<file path="config.mk">
export PLATFORM = sky130hd
export DESIGN_NAME = uart_cmd_bridge_flat
export DESIGN_NICKNAME = d
export VERILOG_FILES = /design/src/rtl/uart_cmd_bridge_if.sv /design/src/rtl/uart_cmd_bridge.sv /design/src/flat_wrapper.sv
export SDC_FILE = /design/constraint.sdc
export NUM_CORES = 1
export LEC_CHECK = 0
export BUFFER_PORTS_ARGS = -buffer_cell sky130_fd_sc_hd__buf_2
export CAP_MARGIN = 20
export CORE_ASPECT_RATIO = 1.5
export CORE_MARGIN = 2
export CORE_UTILIZATION = 30
export CTS_CLUSTER_SIZE = 16
export DETAILED_ROUTE_END_ITERATION = 16
export PLACE_DENSITY = 0.55
export SLEW_MARGIN = 0
export SYNTH_ARGS = -nofsm -noshare
export SYNTH_HDL_FRONTEND = slang
export SYNTH_SLANG_ARGS = --single-unit
</file>
<file path="constraint.sdc">
create_clock -name clk -period 1.85 [get_ports clk]
set_clock_uncertainty 0.1 [all_clocks]
set_input_delay 0.185 -clock clk [delete_from_list [all_inputs] [get_ports clk]]
set_output_delay 0.185 -clock clk [all_outputs]
set_load 0.05 [all_outputs]
</file>
<file path="src/rtl/uart_cmd_bridge_if.sv">
// Byte-level UART handshake plus the 8-bit/16-bit-address register bus,
// bundled so the bridge and its neighbours share one connection.
// master: the command bridge. slave: the UART and bus side.
interface uart_cmd_bridge_if;
  logic [7:0]  rx_data;
  logic        rx_valid;
  logic        rx_clr;
  logic [7:0]  tx_data;
  logic        tx_start;
  logic        tx_busy;
  logic        bus_req;
  logic        bus_we;
  logic [15:0] bus_addr;
  logic [7:0]  bus_wdata;
  logic [7:0]  bus_rdata;
  logic        bus_ack;

  modport master (
    input  rx_data, rx_valid, tx_busy, bus_rdata, bus_ack,
    output rx_clr, tx_data, tx_start, bus_req, bus_we, bus_addr, bus_wdata
  );

  modport slave (
    output rx_data, rx_valid, tx_busy, bus_rdata, bus_ack,
    input  rx_clr, tx_data, tx_start, bus_req, bus_we, bus_addr, bus_wdata
  );
endinterface

</file>
<file path="src/rtl/uart_cmd_bridge.sv">
// UART command bridge: parses 'W' addr_hi addr_lo data / 'R' addr_hi addr_lo len
// from the UART receive side, runs the bus accesses and streams replies back.
// Optional macro CMD_TIMEOUT_EN: abandon a half-received command after
// 2^TIMEOUT_W-1 idle cycles between argument bytes.
module uart_cmd_bridge #(
  parameter int TIMEOUT_W = 20
) (
  input  logic              clk,
  input  logic              rst,
  uart_cmd_bridge_if.master bif,
  output logic              o_active
);

  typedef enum logic [2:0] {IDLE, ADDR_HI, ADDR_LO, ARG, BUS, SEND, TX_WAIT} state_t;

  localparam logic [7:0] CMD_W = 8'h57;
  localparam logic [7:0] CMD_R = 8'h52;
  localparam logic [7:0] ACK   = 8'h06;
  localparam logic [7:0] NAK   = 8'h15;

  state_t      r_state, w_state_nxt;
  logic        r_rx_clr, r_tx_start, r_bus_req, r_bus_we;
  logic [7:0]  r_tx_data, r_bus_wdata, r_cnt;
  logic [15:0] r_bus_addr;
  logic [1:0]  r_guard;

  logic w_take, w_consume, w_cmd_ok, w_ack, w_tx_done, w_more, w_tmo;

  // A byte is only taken when the UART's clear from the previous take has landed.
  assign w_take    = bif.rx_valid & ~r_rx_clr;
  assign w_cmd_ok  = (bif.rx_data == CMD_W) || (bif.rx_data == CMD_R);
  assign w_ack     = bif.bus_ack & r_bus_req;
  assign w_tx_done = (r_guard == 2'd0) & ~bif.tx_busy;
  assign w_more    = ~r_bus_we & (r_cnt != 8'd0);

`ifdef CMD_TIMEOUT_EN
  logic [TIMEOUT_W-1:0] r_tmo;
  logic                 w_parse;

  assign w_parse = (r_state == ADDR_HI) || (r_state == ADDR_LO) || (r_state == ARG);
  assign w_tmo   = w_parse && (r_tmo == '1);

  // Inter-byte watchdog: runs only while waiting for argument bytes, saturates.
  always_ff @(posedge clk) begin
    if (rst)                       r_tmo <= '0;
    else if (!w_parse || w_consume) r_tmo <= '0;
    else if (!w_tmo)               r_tmo <= r_tmo + 1'b1;
  end
`else
  assign w_tmo = 1'b0;
`endif

  // State register.
  always_ff @(posedge clk) begin
    if (rst) r_state <= IDLE;
    else     r_state <= w_state_nxt;
  end

  // Next-state and byte-consume decision.
  always_comb begin
    w_state_nxt = r_state;
    w_consume   = 1'b0;
    case (r_state)
      IDLE:    if (w_take) begin
                 w_consume   = 1'b1;
                 w_state_nxt = w_cmd_ok ? ADDR_HI : SEND;
               end
      ADDR_HI: if (w_take) begin w_consume = 1'b1; w_state_nxt = ADDR_LO; end
               else if (w_tmo) w_state_nxt = IDLE;
      ADDR_LO: if (w_take) begin w_consume = 1'b1; w_state_nxt = ARG; end
               else if (w_tmo) w_state_nxt = IDLE;
      ARG:     if (w_take) begin w_consume = 1'b1; w_state_nxt = BUS; end
               else if (w_tmo) w_state_nxt = IDLE;
      BUS:     if (w_ack) w_state_nxt = SEND;
      SEND:    w_state_nxt = TX_WAIT;
      TX_WAIT: if (w_tx_done) w_state_nxt = w_more ? BUS : IDLE;
      default: w_state_nxt = IDLE;
    endcase
  end

  // Datapath: argument capture, bus request, reply byte and busy guard.
  always_ff @(posedge clk) begin
    if (rst) begin
      r_rx_clr    <= 1'b0;
      r_tx_start  <= 1'b0;
      r_tx_data   <= 8'd0;
      r_bus_req   <= 1'b0;
      r_bus_we    <= 1'b0;
      r_bus_addr  <= 16'd0;
      r_bus_wdata <= 8'd0;
      r_cnt       <= 8'd0;
      r_guard     <= 2'd0;
    end else begin
      r_rx_clr   <= w_consume;
      r_tx_start <= 1'b0;
      case (r_state)
        IDLE:    if (w_consume) begin
                   if (w_cmd_ok) r_bus_we <= (bif.rx_data == CMD_W);
                   else begin r_tx_data <= NAK; r_tx_start <= 1'b1; end
                 end
        ADDR_HI: if (w_consume) r_bus_addr[15:8] <= bif.rx_data;
        ADDR_LO: if (w_consume) r_bus_addr[7:0]  <= bif.rx_data;
        ARG:     if (w_consume) begin
                   if (r_bus_we) r_bus_wdata <= bif.rx_data;
                   else          r_cnt       <= bif.rx_data;
                   r_bus_req <= 1'b1;
                 end
        BUS:     if (w_ack) begin
                   r_bus_req  <= 1'b0;
                   r_tx_data  <= r_bus_we ? ACK : bif.bus_rdata;
                   r_tx_start <= 1'b1;
                 end
        // The UART reports busy two cycles late; mask it that long.
        SEND:    r_guard <= 2'd2;
        TX_WAIT: if (r_guard != 2'd0) r_guard <= r_guard - 2'd1;
                 else if (!bif.tx_busy && w_more) begin
                   r_cnt      <= r_cnt - 8'd1;
                   r_bus_addr <= r_bus_addr + 16'd1;
                   r_bus_req  <= 1'b1;
                 end
        default: ;
      endcase
    end
  end

  assign bif.rx_clr    = r_rx_clr;
  assign bif.tx_start  = r_tx_start;
  assign bif.tx_data   = r_tx_data;
  assign bif.bus_req   = r_bus_req;
  assign bif.bus_we    = r_bus_we;
  assign bif.bus_addr  = r_bus_addr;
  assign bif.bus_wdata = r_bus_wdata;
  assign o_active      = (r_state != IDLE);

endmodule

</file>
<file path="src/flat_wrapper.sv">
// flat-port wrapper written by rule: the top's interface ports become plain ports
module uart_cmd_bridge_flat 
#(
  parameter int TIMEOUT_W = 20
)
  (clk, rst, o_active, bif_rx_data, bif_rx_valid, bif_tx_busy, bif_bus_rdata, bif_bus_ack, bif_rx_clr, bif_tx_data, bif_tx_start, bif_bus_req, bif_bus_we, bif_bus_addr, bif_bus_wdata);
  uart_cmd_bridge_if bif_i ();
  input  logic clk;
  input  logic rst;
  output logic o_active;
  input wire logic [$bits(bif_i.rx_data)-1:0] bif_rx_data;
  input wire logic [$bits(bif_i.rx_valid)-1:0] bif_rx_valid;
  input wire logic [$bits(bif_i.tx_busy)-1:0] bif_tx_busy;
  input wire logic [$bits(bif_i.bus_rdata)-1:0] bif_bus_rdata;
  input wire logic [$bits(bif_i.bus_ack)-1:0] bif_bus_ack;
  output wire logic [$bits(bif_i.rx_clr)-1:0] bif_rx_clr;
  output wire logic [$bits(bif_i.tx_data)-1:0] bif_tx_data;
  output wire logic [$bits(bif_i.tx_start)-1:0] bif_tx_start;
  output wire logic [$bits(bif_i.bus_req)-1:0] bif_bus_req;
  output wire logic [$bits(bif_i.bus_we)-1:0] bif_bus_we;
  output wire logic [$bits(bif_i.bus_addr)-1:0] bif_bus_addr;
  output wire logic [$bits(bif_i.bus_wdata)-1:0] bif_bus_wdata;
  assign bif_i.rx_data = bif_rx_data;
  assign bif_i.rx_valid = bif_rx_valid;
  assign bif_i.tx_busy = bif_tx_busy;
  assign bif_i.bus_rdata = bif_bus_rdata;
  assign bif_i.bus_ack = bif_bus_ack;
  assign bif_rx_clr = bif_i.rx_clr;
  assign bif_tx_data = bif_i.tx_data;
  assign bif_tx_start = bif_i.tx_start;
  assign bif_bus_req = bif_i.bus_req;
  assign bif_bus_we = bif_i.bus_we;
  assign bif_bus_addr = bif_i.bus_addr;
  assign bif_bus_wdata = bif_i.bus_wdata;
  uart_cmd_bridge #(.TIMEOUT_W(TIMEOUT_W)) u_core (.clk(clk), .rst(rst), .bif(bif_i), .o_active(o_active));
endmodule
</file>
# [Word-level counts from Yosys, hierarchy flattened]
# Cells that the tools add are included.
[classes] add_sub_neg=3 eq_ne=23 n_mux=37 n_bitwise=7 reduce_logical=24
[ops] cell="8-bit two-way mux" n=9
[ops] cell="8-bit one-hot mux with 2 select lines" n=4
[ops] cell="16-bit two-way mux" n=2
[ops] cell="3-bit two-way mux" n=8
[ops] cell="2-bit by 1-bit != test with 1-bit output (second input constant)" n=12
[ops] cell="3-bit one-hot mux with 7 select lines" n=1
[ops] cell="16-bit by 1-bit adder with 16-bit output (second input constant)" n=1
[ops] cell="8-bit by 7-bit == test with 1-bit output (second input constant)" n=2
[ops] cell="4-bit AND reduction" n=3
[ops] cell="2-bit nonzero test" n=6
[ops] cell="5-bit AND reduction" n=2
[ops] cell="3-bit == test (second input constant)" n=3
[ops] cell="1-bit two-way mux" n=9
[ops] cell="8-bit nonzero test" n=1
[ops] cell="8-bit by 1-bit subtractor with 8-bit output (second input constant)" n=1
[ops] cell="3-bit by 2-bit == test with 1-bit output (second input constant)" n=2
[ops] cell="2-bit != test (second input constant)" n=3
[ops] cell="3-bit AND reduction" n=2
[ops] cell="6-bit AND reduction" n=1
[ops] cell="3-bit nonzero test" n=2
[ops] cell="1-bit AND" n=4
[ops] cell="2-bit one-hot mux with 2 select lines" n=1
[ops] cell="4-bit OR reduction" n=1
[ops] cell="3-bit by 1-bit == test with 1-bit output (second input constant)" n=1
[ops] cell="other kinds (11)" n=13
[totals] ff_bits=49 output_inout_bits=37 word_cells=105

# [Longest topological paths before layout]
# Gate-level depths: netlist of run 1.
[logic_depth] word_depth=6 depth_mapped=8

# [Least setup slack after synthesis of run 1]
# No wires, ideal clock.
[synth_timing] path_type="flip-flop to flip-flop" start="register u_core.r_bus_addr[0], in the netlist u_core.bif.bus_addr[0]" end="register u_core.r_bus_addr[15], in the netlist u_core.bif.bus_addr[15]" t_arrival_ns=1.958 t_required_ns=1.683 setup_slack_ns=-0.274 path_stages_with_launch=7 path_buffers=1 period_less_slack_ns=2.124 path_cell_list="dfxtp_1 > and4_1 > buf_6 > nand4_4 > or4_1 > a21o_1 > a21oi_2"
[synth_between] elab_chain_len=4
[synth_lines] element="start: declaration" line="uart_cmd_bridge.sv:24" source="logic [15:0] r_bus_addr;"
[synth_lines] element="start signal: assignment" line="uart_cmd_bridge.sv:102" source="ADDR_LO: if (w_consume) r_bus_addr[7:0] <= bif.rx_data;"
[synth_lines] element="start signal: assignment" line="uart_cmd_bridge.sv:118" source="r_bus_addr <= r_bus_addr + 16'd1;"
[synth_lines] element="16-bit by 1-bit adder with 16-bit output" line="uart_cmd_bridge.sv:118"
[synth_lines] element="16-bit two-way mux" line="uart_cmd_bridge.sv:116" source="else if (!bif.tx_busy && w_more) begin"
[synth_lines] element="16-bit two-way mux" line="uart_cmd_bridge.sv:115" source="TX_WAIT: if (r_guard != 2'd0) r_guard <= r_guard - 2'd1;"
[synth_lines] element="8-bit one-hot mux with 2 select lines" line="uart_cmd_bridge.sv:96" source="case (r_state)"
# No other way between the ends. The select of a mux whose other input is x is not followed.
# A chain may end at the register's enable or synchronous reset.

# [Worst setup path after layout of run 1]
[layout_timing] start="register u_core.r_cnt[0]" end="register u_core.r_bus_addr[3], in the netlist u_core.bif.bus_addr[3]"
[layout_between] elab_chain_len=5
[layout_lines] element="start: declaration" line="uart_cmd_bridge.sv:23" source="logic [7:0] r_tx_data, r_bus_wdata, r_cnt;"
[layout_lines] element="start signal: assignment" line="uart_cmd_bridge.sv:105" source="else r_cnt <= bif.rx_data;"
[layout_lines] element="start signal: assignment" line="uart_cmd_bridge.sv:117" source="r_cnt <= r_cnt - 8'd1;"
[layout_lines] element="8-bit nonzero test" line="uart_cmd_bridge.sv:34" source="assign w_more = ~r_bus_we & (r_cnt != 8'd0);"
[layout_lines] element="1-bit AND" line="uart_cmd_bridge.sv:34"
[layout_lines] element="1-bit logical AND" line="uart_cmd_bridge.sv:116"
[layout_lines] element="2-bit by 1-bit != test with 1-bit output (no source line)"
[layout_lines] element="4-bit AND reduction (no source line)"
# No other way between the ends.

==> reports/qor.yml, run 1 <==
power_and_ir_drop:
  p_int_w: 0.00220
  p_comb_frac: 0.400
  switching_share: 0.394
  power_frac_seq: 0.351
  p_switching_w: 0.00143
  p_clk_frac: 0.249
  ir_drop_mv: 0.502
  power.density_mw_per_mm2: 963
  power.leakage_nw: 1.64
hold_path:
  hold_path.class: "in -> reg"
synthesis:
  ys_ff_latch: 49
  synth_edf_count: 0
  syn_avg_cell_area_um2: 8.08
  syn_area_mm2: 0.00280
  synth-compound-area-share: 0.274
  synth-seq-area-share: 0.351
  synth_ff_type: "dfxtp_1"
  syn_nets: 371
  synth_simple_gate_area_frac: 0.251
  muxShareOfSynthArea: 0.0358
  ys_warn_count: 0
  yosys.area_share.adder: 0.0179
  synth_xor_area_frac: 0.00627
  synth.distinct_cells: 65
  synth_cells: 346
  async_flop_share: 0
  synth_top_family_by_area: "compound AO/OA/AOI/OAI gates"
sta:
  fmaxAchievable_ghz: 0.532
  hold_viol: 0
  relSlewSlack: 0.692
  setup_viol: 8
  fin_crit_ns: 1.88
  finalWorstSetupSlack_ns: -0.0309
  hold_ws_ns: 0.0409
  fin_crit_sh: 1.02
  rsz0062_at_grt: "yes"
  tightest_slew_ns: 0.462
  slew_viol_final: 0
cts:
  root_buffer: "clkbuf_16"
  clock-sinks: 49
  clock_path_buffers: 2
  cts.clk_slew.worst_paths_ns: 0.07
  htree_num_levels: 2
  cts_tree: "built"
  hold_buffers: 0
  worstSkewPairLatency_ns: 0.29
  cts_buffers: 5
global_routing:
  grt_pass1_vias: 2797
  grt_pass1_wl_um: 14000
  grt_use_met2: 0.300
  met1_usage: 0.201
  grt.overflow.total: 0
  grt_util_all_layers: 0.168
  use_met3: 0.0215
  antenna_found_initial: 0
  grt_max_degree: 32
  busiest_layer: "met2"
worst_setup_path:
  crit_chain: "inv_2 > ha_4 > nor3b_4 > a211o_1 > a21boi_2 > buf_2 > o211a_1 > nor3_1"
  crit_fanout: 5
  r2r_start: "u_core.r_cnt[0]$_SDFFE_PP0P_"
  regToRegSetupSlack_ns: -0.03
  worstSetupStartpoint: "u_core.r_cnt[0]$_SDFFE_PP0P_"
  path_class: "reg -> reg"
  endpoint: "u_core.bif.bus_addr[3]$_SDFFE_PP0P_"
  cp_data_arrival_time_ns: 1.94
  slowest_stage: "a211o_1"
  critical_path.endpoint_type: "flip-flop"
  cp-start-kind: "flip-flop"
  slowest_delay_ns: 0.36
  rr_worst_depth: 8
  r2r_end: "u_core.bif.bus_addr[3]$_SDFFE_PP0P_"
  required_ns: 1.91
final_layout:
  design_area_mm2: 0.00377
  instances_no_fill: 546
  fillCellCount: 950
  synthToLayoutAreaGrowth_pct: 35.0
  drive_above_1_share: 0.389
  diodes: 0
  fin_nets: 458
floorplanning:
  start_util: 0.306
  ios: 58
  chipHeight_um: 122
  num_rows: 43
  die_x_um: 82.8
  core_area_mm2: 0.00915
  die_area_mm2: 0.0101
drt:
  vias: 2937
  viasPerCell: 5.38
  post_drt_wl_per_cell_um: 15.8
  antenna_left: 0
  wl_um: 8630
  initialDrtViolationCount: 197
  drt_first_pass_iters: 4
  remaining_drc_errors: 0
placed_design:
  placed_area_mm2: 0.00341
  place_congestion: 0.899
  hpwl_um: 6420
  numPortBuffers: 57
  dpl.cell_count: 532
  place_ws_ns: -0.0705
outcome:
  status: "complete, but fails checks"
  violations: "negative setup slack"
job:
  maxCapViolCount: 0
==> placed cells by master, fill, tap and decap left out, drive strengths merged, types with 2 or more instances in the layout <==
cell type / netlist / final
nand3: 10 / 10
a41o: 2 / 2
a21boi: 2 / 2
o21ai: 33 / 33
mux2i: 10 / 10
a311oi: 8 / 8
ha: 4 / 4
nand2b: 11 / 11
and2: 6 / 6
dfxtp: 49 / 49
and3: 6 / 6
inv: 7 / 8
o21a: 2 / 2
nor4: 2 / 2
clkbuf: 14 / 5
a31oi: 9 / 9
o31ai: 8 / 8
nand2: 36 / 36
buf: 8 / 103
nand3b: 3 / 3
a21o: 2 / 2
and4: 2 / 2
o211ai: 2 / 2
nor2b: 2 / 2
a211oi: 4 / 4
a21oi: 39 / 39
nor2: 30 / 30
or4: 2 / 2
or2: 2 / 2
clkinv: 0 / 2
xnor2: 2 / 2
nand4: 5 / 5
nor3: 10 / 10
==> metal layers <==
layer	share of wire	wire length, um	vias up
met1	0.40	3430	1411
li1	-	-	1442
met5	0	0	-
met3	0.033	282	16
met2	0.54	4660	68
met4	0.031	268	0
==> cells by family after synthesis <==
kind of cell / after synthesis
buf+inv: 30
compound gates: 120
mux: 10
flops: 49
fa+ha+maj: 4
simple gates: 131
xor+xnor: 2
==> state kept, by name, indices dropped and copies added (netlist names) <==
name / count
u_core.bif.rx_clr: 1
u_core.bif.bus_req: 1
u_core.r_cnt: 8
u_core.bif.bus_addr: 16
u_core.bif.tx_data: 8
u_core.r_state: 3
u_core.bif.bus_we: 1
u_core.bif.bus_wdata: 8
u_core.r_guard: 2
u_core.bif.tx_start: 1
==> final cells by class <==
class / count / area (um2) / share of cell area
multi-input combinational: 267 / 1780 / 0.473
clock buffer: 5 / 125 / 0.0332
sequential: 49 / 1010 / 0.269
clock inverter: 3 / 16.3 / 0.00431
inverter: 7 / 26.3 / 0.00696
timing repair buffer: 103 / 667 / 0.177
tap: 112 / 140 / 0.0371
==> cells in the mapped netlist (2+ instances only) <==
master	instances	area (um2)
a211oi_1	3	22.5
a21o_1	2	15.0
a21oi_1	38	190
a311oi_1	8	70.1
a31oi_1	9	56.3
a41o_1	2	20.0
and2_1	5	31.3
and3_1	4	25.0
and3_2	2	15.0
and4_1	2	17.5
buf_2	4	20.0
buf_4	2	15.0
clkbuf_1	9	33.8
clkbuf_8	4	55.1
dfxtp_1	49	981
ha_1	4	50.1
inv_1	7	26.3
mux2i_1	10	100
nand2_1	36	135
nand2b_1	11	68.8
nand3_1	10	50.1
nand3b_1	2	15.0
nand4_1	3	18.8
nor2_1	30	113
nor2b_1	2	12.5
nor3_1	10	50.1
o21a_1	2	15.0
o21ai_0	25	125
o21ai_1	7	35.0
o31ai_1	7	52.6
or4_1	2	15.0
xnor2_1	2	17.5
==> what timing repair did <==
item | in CTS | in global routing
cloned | 0 | 1
resized for setup | 11 | 42
setup endpoints to repair | 14 | 37
pin swaps | 4 | 19
setup buffers | 0 | 5
==> worst max-delay path, delay by kind of cell, from the launching register on <==
kind | cells | cell delay [ns]
adders and majority gates | 1 | 0.15
buffers and inverters | 2 | 0.24
DFF | 1 | 0.34
AOI/OAI and AO/OA | 3 | 0.71
and+or+nand+nor | 2 | 0.20
==> worst min-delay path by stage <==
stage,startpoint,to,slack (ns),cells after the start
final,bif_bus_rdata[6],u_core.bif.tx_data[6]$_SDFFE_PP0P_,0.04,3
after global routing,bif_bus_rdata[6],u_core.bif.tx_data[6]$_SDFFE_PP0P_,0.05,3
after CTS,bif_bus_rdata[6],u_core.bif.tx_data[6]$_SDFFE_PP0P_,0.03,3
after detailed placement,u_core.bif.tx_data[7]$_SDFFE_PP0P_,u_core.bif.tx_data[7]$_SDFFE_PP0P_,0.35,2
after global placement,u_core.bif.tx_data[3]$_SDFFE_PP0P_,u_core.bif.tx_data[3]$_SDFFE_PP0P_,0.34,2
after floorplan,bif_rx_data[0],u_core.bif.bus_we$_SDFFE_PP0P_,0.21,2
==> power groups by stage <==
| stage | logic, W | clock network, W | registers, W |
|---|---|---|---|
| CTS | 0.00136 | 0.000936 | 0.00127 |
| global route | 0.00158 | 0.000973 | 0.00129 |
| floorplan | 0.000676 | 0 | 0.00151 |
| detailed placement | 0.00134 | 0 | 0.00129 |
| finish | 0.00146 | 0.000905 | 0.00128 |
| global placement | 0.00133 | 0 | 0.00128 |
==> through the flow <==
step / TNS (ns) / util / total power, W
4_1_cts: -0.00566 / 0.393 / 0.00357
3_5_place_dp: -0.333 / 0.373 / 0.00263
5_1_grt: -1.54 / 0.413 / 0.00384
3_3_place_gp: -0.00574 / 0.373 / 0.00262
2_1_floorplan: -0.00826 / - / 0.00218
6_report: -0.129 / 0.413 / 0.00364
No activity file was read; power rests on OpenSTA's default activity.
==> run 2, diff against run 1 <==
Settings changed: ABC_AREA set to 1, PLACE_DENSITY 0.55 to 0.54.
==> reports/qor.yml, run 2 <==
outcome:
  status: "finished, final reports clean"
hold_path:
  hold_depth: 3
  holdCritStartpoint: "bif_rx_data[5]"
  min_delay_worst_endpoint: "u_core.bif.bus_wdata[5]$_SDFFE_PP0P_"
  hold_path.class: "in -> reg"
worst_setup_path:
  rr_worst_depth: 10
  crit_path_frequent_cell: "inv_1"
  required_ns: 1.97
  path_class: "reg -> reg"
  cp_data_arrival_time_ns: 1.82
  crit_chain: "inv_1 > ha_1 > inv_1 > nor2_1 > nand2_1 > nand3_1 > nand2_4 > buf_4 > nand3b_1 > a21oi_1"
  slowest_stage: "dfxtp_1"
  slowest_delay_ns: 0.35
  critical_path.endpoint_type: "flip-flop"
  crit_fanout: 15
  cp-start-kind: "flip-flop"
  r2r_start: "u_core.r_cnt[0]$_SDFFE_PP0P_"
  regToRegSetupSlack_ns: 0.16
  r2r_end: "u_core.bif.bus_req$_SDFFE_PP0P_"
synthesis:
  ys_ff_latch: 49
  syn_avg_cell_area_um2: 6.23
  muxShareOfSynthArea: 0
  yosys.area.top_type_share: 0.321
  synth_edf_count: 0
  async_flop_share: 0
  synth_top_family_by_area: "simple AND/OR/NAND/NOR gates"
  synth-seq-area-share: 0.321
  netlist_top_cells_area: "dfxtp_1 32%, nand2_1 19%, nor2_1 12%"
  synth_simple_gate_area_frac: 0.435
  synth-compound-area-share: 0.111
  synth.distinct_cells: 33
  synth_cells: 491
  yosys.area.top_type: "dfxtp_1"
  syn_nets: 516
  yosys.area_share.adder: 0.0164
  synth_ff_type: "dfxtp_1"
  netlist_top_cells_count: "151 x nand2_1, 96 x nor2_1, 49 x dfxtp_1"
  synth_xor_area_frac: 0.00573
  ys_warn_count: 0
  syn_area_mm2: 0.00306
  yosysMostFrequentCell: "nand2_1"
sta:
  fin_crit_sh: 0.916
  slew_viol_final: 0
  rsz0062_at_grt: "yes"
  relSlewSlack: 0.709
  fmaxAchievable_ghz: 0.590
  fin_crit_ns: 1.69
  tightest_slew_ns: 0.434
  setup_viol: 0
  hold_viol: 0
power_and_ir_drop:
  power.density_mw_per_mm2: 1300
  power.leakage_nw: 1.79
  ir_drop_mv: 0.410
  finalPower_w: 0.00473
cts:
  clock_path_buffers: 2
  cts_tree: "built"
  cts_buffers: 5
  root_buffer: "clkbuf_16"
  clock-sinks: 49
  htree_num_levels: 2
  cts.clk_slew.worst_paths_ns: 0.07
  worstSkewPairLatency_ns: 0.29
  hold_buffers: 0
floorplanning:
  chipHeight_um: 128
  die_x_um: 86.5
  ios: 58
  start_util: 0.305
  die_area_mm2: 0.0110
  core_area_mm2: 0.0100
  num_rows: 45
drt:
  post_drt_wl_per_cell_um: 13.0
  remaining_drc_errors: 0
  wl_um: 8750
  antenna_left: 0
  drt_first_pass_iters: 4
  viasPerCell: 4.75
  initialDrtViolationCount: 156
  vias: 3194
placed_design:
  placed_area_mm2: 0.00343
  place_congestion: 0.832
  hpwl_um: 6770
  numPortBuffers: 57
global_routing:
  grt_pass1_vias: 3005
  grt.overflow.total: 0
  grt_pass1_wl_um: 14100
  grt_max_degree: 18
  grt_util_all_layers: 0.161
  antenna_found_initial: 0
final_layout:
  fillCellCount: 1124
  synthToLayoutAreaGrowth_pct: 19.4
  design_area_mm2: 0.00365
  drive_above_1_share: 0.196
  final_common_cell: "nand2_1"
  diodes: 0
  layout_common_cells: "151 x nand2_1, 96 x nor2_1, 57 x buf_2"
  largest_register_ffs: 16
  multiInputGateArea_mm2: 0.00175
  seq_area_um2: 983
  fin_nets: 581
job:
  maxCapViolCount: 0
-- run 2: worst max path at each step --
stage                                              startpoint                                   end  cells past startpoint
after global routing             u_core.r_cnt[0]$_SDFFE_PP0P_  u_core.bif.bus_addr[14]$_SDFFE_PP0P_                     11
after CTS                        u_core.r_cnt[0]$_SDFFE_PP0P_  u_core.bif.bus_addr[15]$_SDFFE_PP0P_                     11
after global placement         u_core.r_state[0]$_SDFFE_PP0P_   u_core.bif.bus_addr[5]$_SDFFE_PP0P_                      8
after floorplan           u_core.bif.bus_addr[2]$_SDFFE_PP0P_  u_core.bif.bus_addr[15]$_SDFFE_PP0P_                      7
final                            u_core.r_cnt[0]$_SDFFE_PP0P_       u_core.bif.bus_req$_SDFFE_PP0P_                     10
after detailed placement         u_core.r_cnt[0]$_SDFFE_PP0P_  u_core.bif.bus_addr[15]$_SDFFE_PP0P_                     11
-- run 2: final cells by class --
type,count,share of cell area
well taps,117,0.0401
inverters,50,0.0541
multi-input cells,376,0.480
clock inverters,2,0.00959
repair buffers,74,0.113
clock buffers,5,0.0342
flip-flops and latches,49,0.269
-- run 2: cell families after synthesis --
kind of cell | count (synthesis)
simple gates | 311
fa+ha+maj | 4
flops | 49
xor+xnor | 2
compound gates | 59
buf+inv | 66
-- run 2: stage by stage --
| stage | setup WS (ns) | setup TNS, ns | std cells | hold WS (ns) | utilization |
|---|---|---|---|---|---|
| 2_1_floorplan | 0.140 | 0 | 491 | 0.154 | - |
| 3_3_place_gp | 0.171 | 0 | 660 | 0.353 | 0.342 |
| 3_5_place_dp | 0.151 | 0 | 660 | 0.363 | 0.342 |
| 4_1_cts | 0.127 | 0 | 667 | 0.0743 | 0.358 |
| 5_1_grt | -0.00528 | -0.00907 | 673 | 0.0983 | 0.365 |
| 6_report | 0.156 | 0 | 673 | 0.0810 | 0.365 |
-- run 2: power breakdown --
part	total, W	internal (W)	switching (W)
clock network	0.00103	0.000629	0.000403
registers	0.00148	0.00127	0.000209
logic	0.00222	0.000621	0.00160
-- run 2: worst max-delay path: cells and delay by family, from the launching register on --
kind | cells | cell delay, ns
and+or+nand+nor | 5 | 0.55
DFF | 1 | 0.35
buffers and inverters | 3 | 0.28
adders and majority gates | 1 | 0.20
AOI/OAI and AO/OA | 1 | 0.14
-- run 2: routing by layer --
| metal | track usage | wire (um) | vias to the layer above |
|---|---|---|---|
| met4 | 0.0809 | 338 | 0 |
| met3 | 0.0258 | 236 | 21 |
| met5 | 0 | 0 | - |
| met2 | 0.288 | 4470 | 59 |
| met1 | 0.180 | 3700 | 1438 |
| li1 | - | - | 1676 |
-- run 2: what timing repair did --
item / CTS / global route
resized for setup: 0 / 4
setup buffers: 0 / 6
setup endpoints to repair: 0 / 19
==> run 3, diff against run 2 <==
Settings changed: CORE_UTILIZATION 30 to 43, PLACE_DENSITY 0.54 to 0.71.
==> reports/qor.yml, run 3 (same netlist as run 2, synthesis figures left out) <==
outcome:
  status: "finished, final reports clean"
global_routing:
  grt_max_degree: 23
  antenna_found_initial: 0
  grt.overflow.total: 0
  grt_pass1_wl_um: 13300
  grt_util_all_layers: 0.213
  grt_pass1_vias: 2918
floorplanning:
  chipHeight_um: 107
  die_area_mm2: 0.00782
  core_area_mm2: 0.00690
  num_rows: 37
  start_util: 0.443
  ios: 58
  die_x_um: 72.9
sta:
  setup_viol: 0
  fin_crit_ns: 1.72
  slew_viol_final: 0
  fmaxAchievable_ghz: 0.580
  hold_viol: 0
  tightest_slew_ns: 0.445
  fin_crit_sh: 0.932
  relSlewSlack: 0.702
  finalSetupTns_ns: 0
  rsz0062_at_grt: "no"
worst_setup_path:
  crit_fanout: 6
  crit_path_frequent_cell: "nor2_1"
  slowest_stage: "dfxtp_2"
  path_class: "reg -> reg"
  slowest_delay_ns: 0.37
  path_delay_family: "simple AND/OR/NAND/NOR gates"
  crit_chain: "inv_1 > ha_1 > inv_1 > nor2_1 > nand2_1 > nand3_2 > nand2_4 > buf_4 > nand3_1 > nor2_1 > nor2_1"
  cp_data_arrival_time_ns: 1.84
  path_buf_inv: 3
  required_ns: 1.97
  cp-start-kind: "flip-flop"
  critical_path.endpoint_type: "flip-flop"
final_layout:
  synthToLayoutAreaGrowth_pct: 15.8
  final_common_cell: "nand2_1"
  diodes: 0
  final_core_util: 0.514
  layout_common_cells: "151 x nand2_1, 95 x nor2_1, 57 x buf_2"
  drive_above_1_share: 0.204
  largest_register_ffs: 16
  fin_nets: 579
drt:
  viasPerCell: 5.07
  wl_um: 8140
  vias: 3211
  remaining_drc_errors: 0
  antenna_left: 0
  post_drt_wl_per_cell_um: 12.9
  drt_first_pass_iters: 5
  initialDrtViolationCount: 210
power_and_ir_drop:
  p_clk_frac: 0.150
  p_comb_frac: 0.508
  ir_drop_mv: 0.790
  power_frac_seq: 0.342
  switching_share: 0.503
  power.leakage_nw: 1.74
  p_int_w: 0.00218
  p_switching_w: 0.00220
  power.density_mw_per_mm2: 1240
placed_design:
  place_congestion: 0.925
  hpwl_um: 6250
  numPortBuffers: 57
hold_path:
  hold_path.class: "in -> reg"
cts:
  clock_path_buffers: 2
  root_buffer: "clkbuf_8"
  cts.clk_slew.worst_paths_ns: 0.10
  htree_num_levels: 2
  cts_buffers: 5
  cts_tree: "built"
  clock-sinks: 49
  worstSkewPairLatency_ns: 0.31
  hold_buffers: 0
job:
  maxCapViolCount: 0
==> run 3: cell count changes in the layout (fill, tap and decap cells not counted), moves of 3 or more <==
cell / delta
clkbuf_16: -5
buf_4: -4
dfxtp_1: -3
clkbuf_8: +5
dfxtp_2: +3
==> run 3: path summary, 6_finish.rpt <==
check / to / cells past startpoint / slack [ns] / startpoint
worst max register to register: u_core.bif.bus_addr[13]$_SDFFE_PP0P_ / 11 / 0.13 / u_core.r_cnt[0]$_SDFFE_PP0P_
worst min register to register: u_core.r_guard[1]$_SDFFE_PP0P_ / 2 / 0.37 / u_core.r_guard[1]$_SDFFE_PP0P_
worst min-delay path: u_core.bif.bus_wdata[7]$_SDFFE_PP0P_ / 3 / 0.04 / bif_rx_data[7]
worst max-delay path: u_core.bif.bus_addr[13]$_SDFFE_PP0P_ / 11 / 0.13 / u_core.r_cnt[0]$_SDFFE_PP0P_
==> run 3: worst register-to-register path, delay by kind of cell, from the launching register on <==
family | cells | cell delay (ns)
fa+ha+maj | 1 | 0.20
buf+inv | 3 | 0.29
flops | 1 | 0.37
simple gates | 7 | 0.69
==> run 3: through the flow <==
stage / instances / total power, W / hold slack [ns] / setup WS [ns] / cell area (um2)
global placement: 619 / 0.00364 / 0.341 / 0.123 / 3380
CTS: 627 / 0.00435 / 0.0368 / 0.0353 / 3470
floorplan: 491 / 0.00329 / 0.154 / 0.140 / 3060
global route: 633 / 0.00472 / 0.0489 / 0.0178 / 3540
detailed placement: 619 / 0.00368 / 0.352 / 0.0979 / 3380
finish: 633 / 0.00438 / 0.0449 / 0.126 / 3540
==> run 3: final cells by class <==
type	count	area, um2
fill	753	3350
multi-input combinational	377	1770
sequential	49	987
timing repair buffer	71	403
inverter	50	194
tap	78	97.6
clock buffer	5	68.8
clock inverter	3	21.3
==> run 3: routing by layer <==
layer,global-route usage,vias to the layer above,part of all wire
met4,0.0992,0,0.034
met3,0.0309,19,0.026
met1,0.262,1447,0.44
li1,-,1680,-
met5,0,-,0
met2,0.358,65,0.50
==> run 3: power by group through the flow <==
stage / Combinational [W] / Sequential (W) / Clock, W
after global placement: 0.00214 / 0.00151 / 0
after detailed placement: 0.00217 / 0.00151 / 0
final: 0.00222 / 0.00150 / 0.000658
after global routing: 0.00246 / 0.00153 / 0.000732
after CTS: 0.00218 / 0.00149 / 0.000681
after floorplan: 0.00128 / 0.00201 / 0
==> run 3: what timing repair did <==
action	4_1_cts	5_1_grt
setup buffers	0	5
gates resized for setup	0	9
setup endpoints to repair	0	25
hold endpoints to repair	0	0
